===== config.mk =====
export PLATFORM = sky130hd
export DESIGN_NAME = array_serializer
export DESIGN_NICKNAME = d
export VERILOG_FILES = /design/src/rtl/sap3_pkg.sv /design/src/rtl/array_serializer.sv
export SDC_FILE = /design/constraint.sdc
export NUM_CORES = 1
export LEC_CHECK = 0
export CELL_PAD_IN_SITES_DETAIL_PLACEMENT = 1
export CELL_PAD_IN_SITES_GLOBAL_PLACEMENT = 2
export CORE_UTILIZATION = 33
export DETAILED_ROUTE_END_ITERATION = 6
export GPL_TIMING_DRIVEN = 0
export PLACE_DENSITY = 0.77
export SYNTH_ARGS = -nofsm -noshare
export SYNTH_HDL_FRONTEND = slang
export SYNTH_SLANG_ARGS = --single-unit

===== constraint.sdc =====
create_clock -name clk -period 4.7 [get_ports clk]
set_input_delay 0.705 -clock clk [delete_from_list [all_inputs] [get_ports clk]]
set_output_delay 0.705 -clock clk [all_outputs]
set_load 0.005 [all_outputs]

===== src/rtl/sap3_pkg.sv =====
// Shared definitions for the sap3 serial array blocks: serializer FSM
// encodings and the default inter-frame gap, kept next to the deserializer
// definitions so both ends agree on framing.
package sap3_pkg;

    // Serializer FSM encoding (legacy-compatible constants, not an enum type).
    localparam int         SER_STATE_W = 2;
    localparam logic [1:0] SER_IDLE    = 2'd0;
    localparam logic [1:0] SER_SHIFT   = 2'd1;
    localparam logic [1:0] SER_GAP     = 2'd2;

    // Idle cycles inserted after every frame unless overridden (1..15).
    localparam int SER_GAP_DEFAULT = 2;

endpackage


===== src/rtl/array_serializer.sv =====
// Array serializer: captures a WIDTH*DEPTH flattened array and streams it
// one bit per cycle, word 0 first and MSB first within each word, followed
// by GAP quiet cycles and a one-cycle done pulse.
//
// Request semantics: load (or a held periodic) is a level request sampled
// only in IDLE; there is no acknowledge. A request is taken on any IDLE edge
// except the done cycle, which still belongs to the finished frame, so a
// request seen there is dropped and never queued. Requests during SHIFT or
// GAP are likewise dropped. periodic re-arms straight from GAP to SHIFT.
module array_serializer
    import sap3_pkg::*;
#(
    parameter int WIDTH = 8,
    parameter int DEPTH = 12,
    parameter int GAP   = SER_GAP_DEFAULT
) (
    input  logic                     clk,
    input  logic                     rst,
    input  logic                     load,
    input  logic                     periodic,
    input  logic [WIDTH*DEPTH-1:0]   data_in,
    output logic                     serial_out,
    output logic                     start,
    output logic                     busy,
    output logic                     done
);

    localparam int TOTAL = WIDTH * DEPTH;
    localparam int CNT_W = $clog2(TOTAL);

    logic [SER_STATE_W-1:0] state;
    logic [CNT_W-1:0]       bit_cnt;
    logic [3:0]             gap_cnt;
    logic [TOTAL-1:0]       shreg;
    logic [TOTAL-1:0]       frame_ordered;
    logic                   req;
    logic                   last_bit;
    logic                   gap_end;

    // Reverse the word order so a plain MSB-first shift of the whole vector
    // emits word 0 first, each word MSB first.
    always_comb begin
        frame_ordered = '0;
        for (int k = 0; k < DEPTH; k++) begin
            frame_ordered[(DEPTH-1-k)*WIDTH +: WIDTH] = data_in[k*WIDTH +: WIDTH];
        end
    end

    assign req      = (load | periodic) & ~done;
    assign last_bit = (bit_cnt == CNT_W'(TOTAL - 1));
    assign gap_end  = (gap_cnt == 4'(GAP - 1));

    // Outputs decode from registered state so reset clears them at once.
    assign busy       = (state == SER_SHIFT) || (state == SER_GAP);
    assign serial_out = (state == SER_SHIFT) & shreg[TOTAL-1];
    assign start      = (state == SER_SHIFT) && (bit_cnt == '0);

    // Frame FSM with shift register, bit counter, gap counter and done pulse.
    always_ff @(posedge clk or posedge rst) begin
        if (rst) begin
            state   <= SER_IDLE;
            bit_cnt <= '0;
            gap_cnt <= '0;
            shreg   <= '0;
            done    <= 1'b0;
        end else begin
            done <= 1'b0;
            case (state)
                SER_IDLE: begin
                    if (req) begin
                        shreg   <= frame_ordered;
                        bit_cnt <= '0;
                        state   <= SER_SHIFT;
                    end
                end
                SER_SHIFT: begin
                    shreg <= {shreg[TOTAL-2:0], 1'b0};
                    if (last_bit) begin
                        bit_cnt <= '0;
                        gap_cnt <= '0;
                        state   <= SER_GAP;
                    end else begin
                        bit_cnt <= bit_cnt + 1'b1;
                    end
                end
                SER_GAP: begin
                    if (gap_end) begin
                        done    <= 1'b1;
                        gap_cnt <= '0;
                        if (periodic) begin
                            shreg   <= frame_ordered;
                            bit_cnt <= '0;
                            state   <= SER_SHIFT;
                        end else begin
                            state <= SER_IDLE;
                        end
                    end else begin
                        gap_cnt <= gap_cnt + 1'b1;
                    end
                end
                default: state <= SER_IDLE;
            endcase
        end
    end

endmodule


==> run metrics <==
Tmin final=3210 ps; Die X=130 um; nets@finish=745; WP data required=3990 ps; worst skew pair latency=360 ps; cell-internal power=1430 uW; top cells by area, synth=dfrtp_1 (51%), a21oi_1 (18%), mux2i_1 (18%); Worst Setup SP=state[1]; asr flop ratio synth=100%; Comb power frac=7.4%; final wirelength=14,600 um; DR DRC count=0; num ports=104; TritonCTS clock tree=yes; initial antenna violation count=0; filler cell count=1,796; RSZ-0062 raised after global routing=no; status=finished clean; hold_buf cts=0; area of the core=15,900 um2; Switch Pwr=419 uW; static leakage=0.00369 uW; routed vias=4,410; Net Sw Frac=22.6%; CP Class=reg -> out; Post-Synthesis Cells=522; crit path launch type=flop; actual slew at the worst max-slew pin=734 ps; initial core utilization=34.0%; Ant. Diodes=0; Worst Path Arrival=2500 ps; share of power burned in registers=52.8%; total CTS buffers=9; initial DRC count=108; syn_nets=630; fin. max-slew vios=0; commonest non-fill, non-tap cell in the layout=a21oi_1; share of the synthesized area in the top cell type=50.7%; most frequent cells in the layout=a21oi_1 (195), dfrtp_1 (110), clkdlybuf4s50_1 (103); Slew HR=51.1%; Post-synth EDFFs=0; Max Freq=0.312 GHz; vias in the first global route=4,745; setup ws final=1490 ps; Distinct cells, synth=35; Synth Warn #=0; synth-to-layout area growth=29.6%; PwrDens=263 nW/um2; CTS-repair resized insts=0; Chip Height=130 um; drt first pass iters=4; CTS sink count=110; hold_ws=528 ps; Tcrit/Tclk final=68.3%; Hold WC Path Type=reg -> reg; final setup vio count=0; GRT overflow=0; Routability Congestion=0.746; dominant synthesized flop cell=dfrtp_1; post-synthesis sequential area ratio=50.7%; via-per-instance ratio=5.15; area leader, netlist=dfrtp_1; crit end category=output port; Yosys reg bits=110; H-tree depth=3; Mapped Area=5430 um2; placed cells=842; worst r2r src=state[0]; pin count of the biggest net entering global routing=61; # rows=46; syn_area_per_cell=10.4 um2; port buffer count=103; clock skew=8.40 ps; first-pass GRT wire length=24,100 um; Final Util=44.1%; CP Max Fanout=10; WL per Instance=17.1 um; CTS clk-pin slew, worst paths=80 ps; Detail Route Antenna Nets=0; gr usage total=18.3%; Clk pwr share=39.8%; fin cells=857; die area=17,000 um2; hold violation total from the final report=0; CTS root buf=clkbuf_16; DP HPWL=10,200 um; worst vdd ir=0.172 mV; Max Cap Violations=0; Post-CTS Setup Inserts=0; clk buf depth=2; share of cells above drive strength 1=6.55%; HP Start=shreg[36]; Power, Total=1850 uW; Post-Place Worst Slack=1760 ps
state kept, by name, summed over array words and instances (netlist names):
signal / flops
shreg: 96
bit_cnt: 7
gap_cnt: 4
state: 2
done: 1
power groups by stage:
stage          Combinational (uW)  Sequential, uW  Clock, uW
2_1_floorplan                37.6             992          0
3_3_place_gp                  135             995          0
3_5_place_dp                  141             995          0
4_1_cts                       141             977        762
5_1_grt                       149             979        795
6_report                      137             977        737
stage by stage:
stage / instance area, um2 / TNS, ps
6_report: 7040 / 0
5_1_grt: 7040 / 0
4_1_cts: 7040 / 0
3_5_place_dp: 6760 / 0
3_3_place_gp: 6730 / -81000
2_1_floorplan: 5430 / 0
cell usage after synthesis (3+ instances only):
cell	instances
a21oi_1	195
dfrtp_1	110
mux2i_1	97
clkbuf_1	29
buf_2	14
inv_1	13
ha_1	8
nand2_1	5
nand3_1	5
nor2_1	5
a31o_2	4
nand4_1	3
o211ai_1	3
layer usage:
layer	vias to the layer above	wire length (um)	track usage [%]
li1	2121	-	-
met1	2204	6740	23.9
met2	74	7240	30.9
met3	11	433	2.58
met4	0	200	6.43
met5	-	0	0
worst max-delay path, cell delays in order (launching register included):
cell and delay (ps):
dfrtp_1 420, inv_1 100, ha_1 160, clkbuf_1 210
clkbuf_1 510, and2_1 240, clkdlybuf4s50_1 500
cell families after synthesis:
group                      count (synthesis)  synth area share [%]
and+or+nand+nor                           30                  2.97
muxes                                     98                  18.1
AOI/OAI and AO/OA                        216                  21.6
DFF                                      110                  50.7
buffers and inverters                     60                  4.75
adders and majority gates                  8                  1.84
path summary, 6_finish.rpt:
path | end | cells past startpoint | slack, ps
setup / recovery | serial_out | 6 | 1490
hold / removal | shreg[36] | 2 | 530
setup reg to reg | shreg[83] | 8 | 2140
hold reg to reg | shreg[36] | 2 | 530
max in group asynchronous | gap_cnt[1] | 3 | 3250
min in group asynchronous | shreg[36] | 2 | 760
layout make-up:
cell class | count | area, um2 | area share, %
buffer | 47 | 209 | 2.97
clock buffer | 11 | 243 | 3.45
clock inverter | 4 | 32.5 | 0.462
inverter | 13 | 53.8 | 0.765
multi-input combinational | 352 | 2420 | 34.4
sequential | 110 | 2750 | 39.1
tap | 216 | 270 | 3.84
timing repair buffer | 104 | 1060 | 15.0
Note: power is estimated with default switching activity, not from simulation.
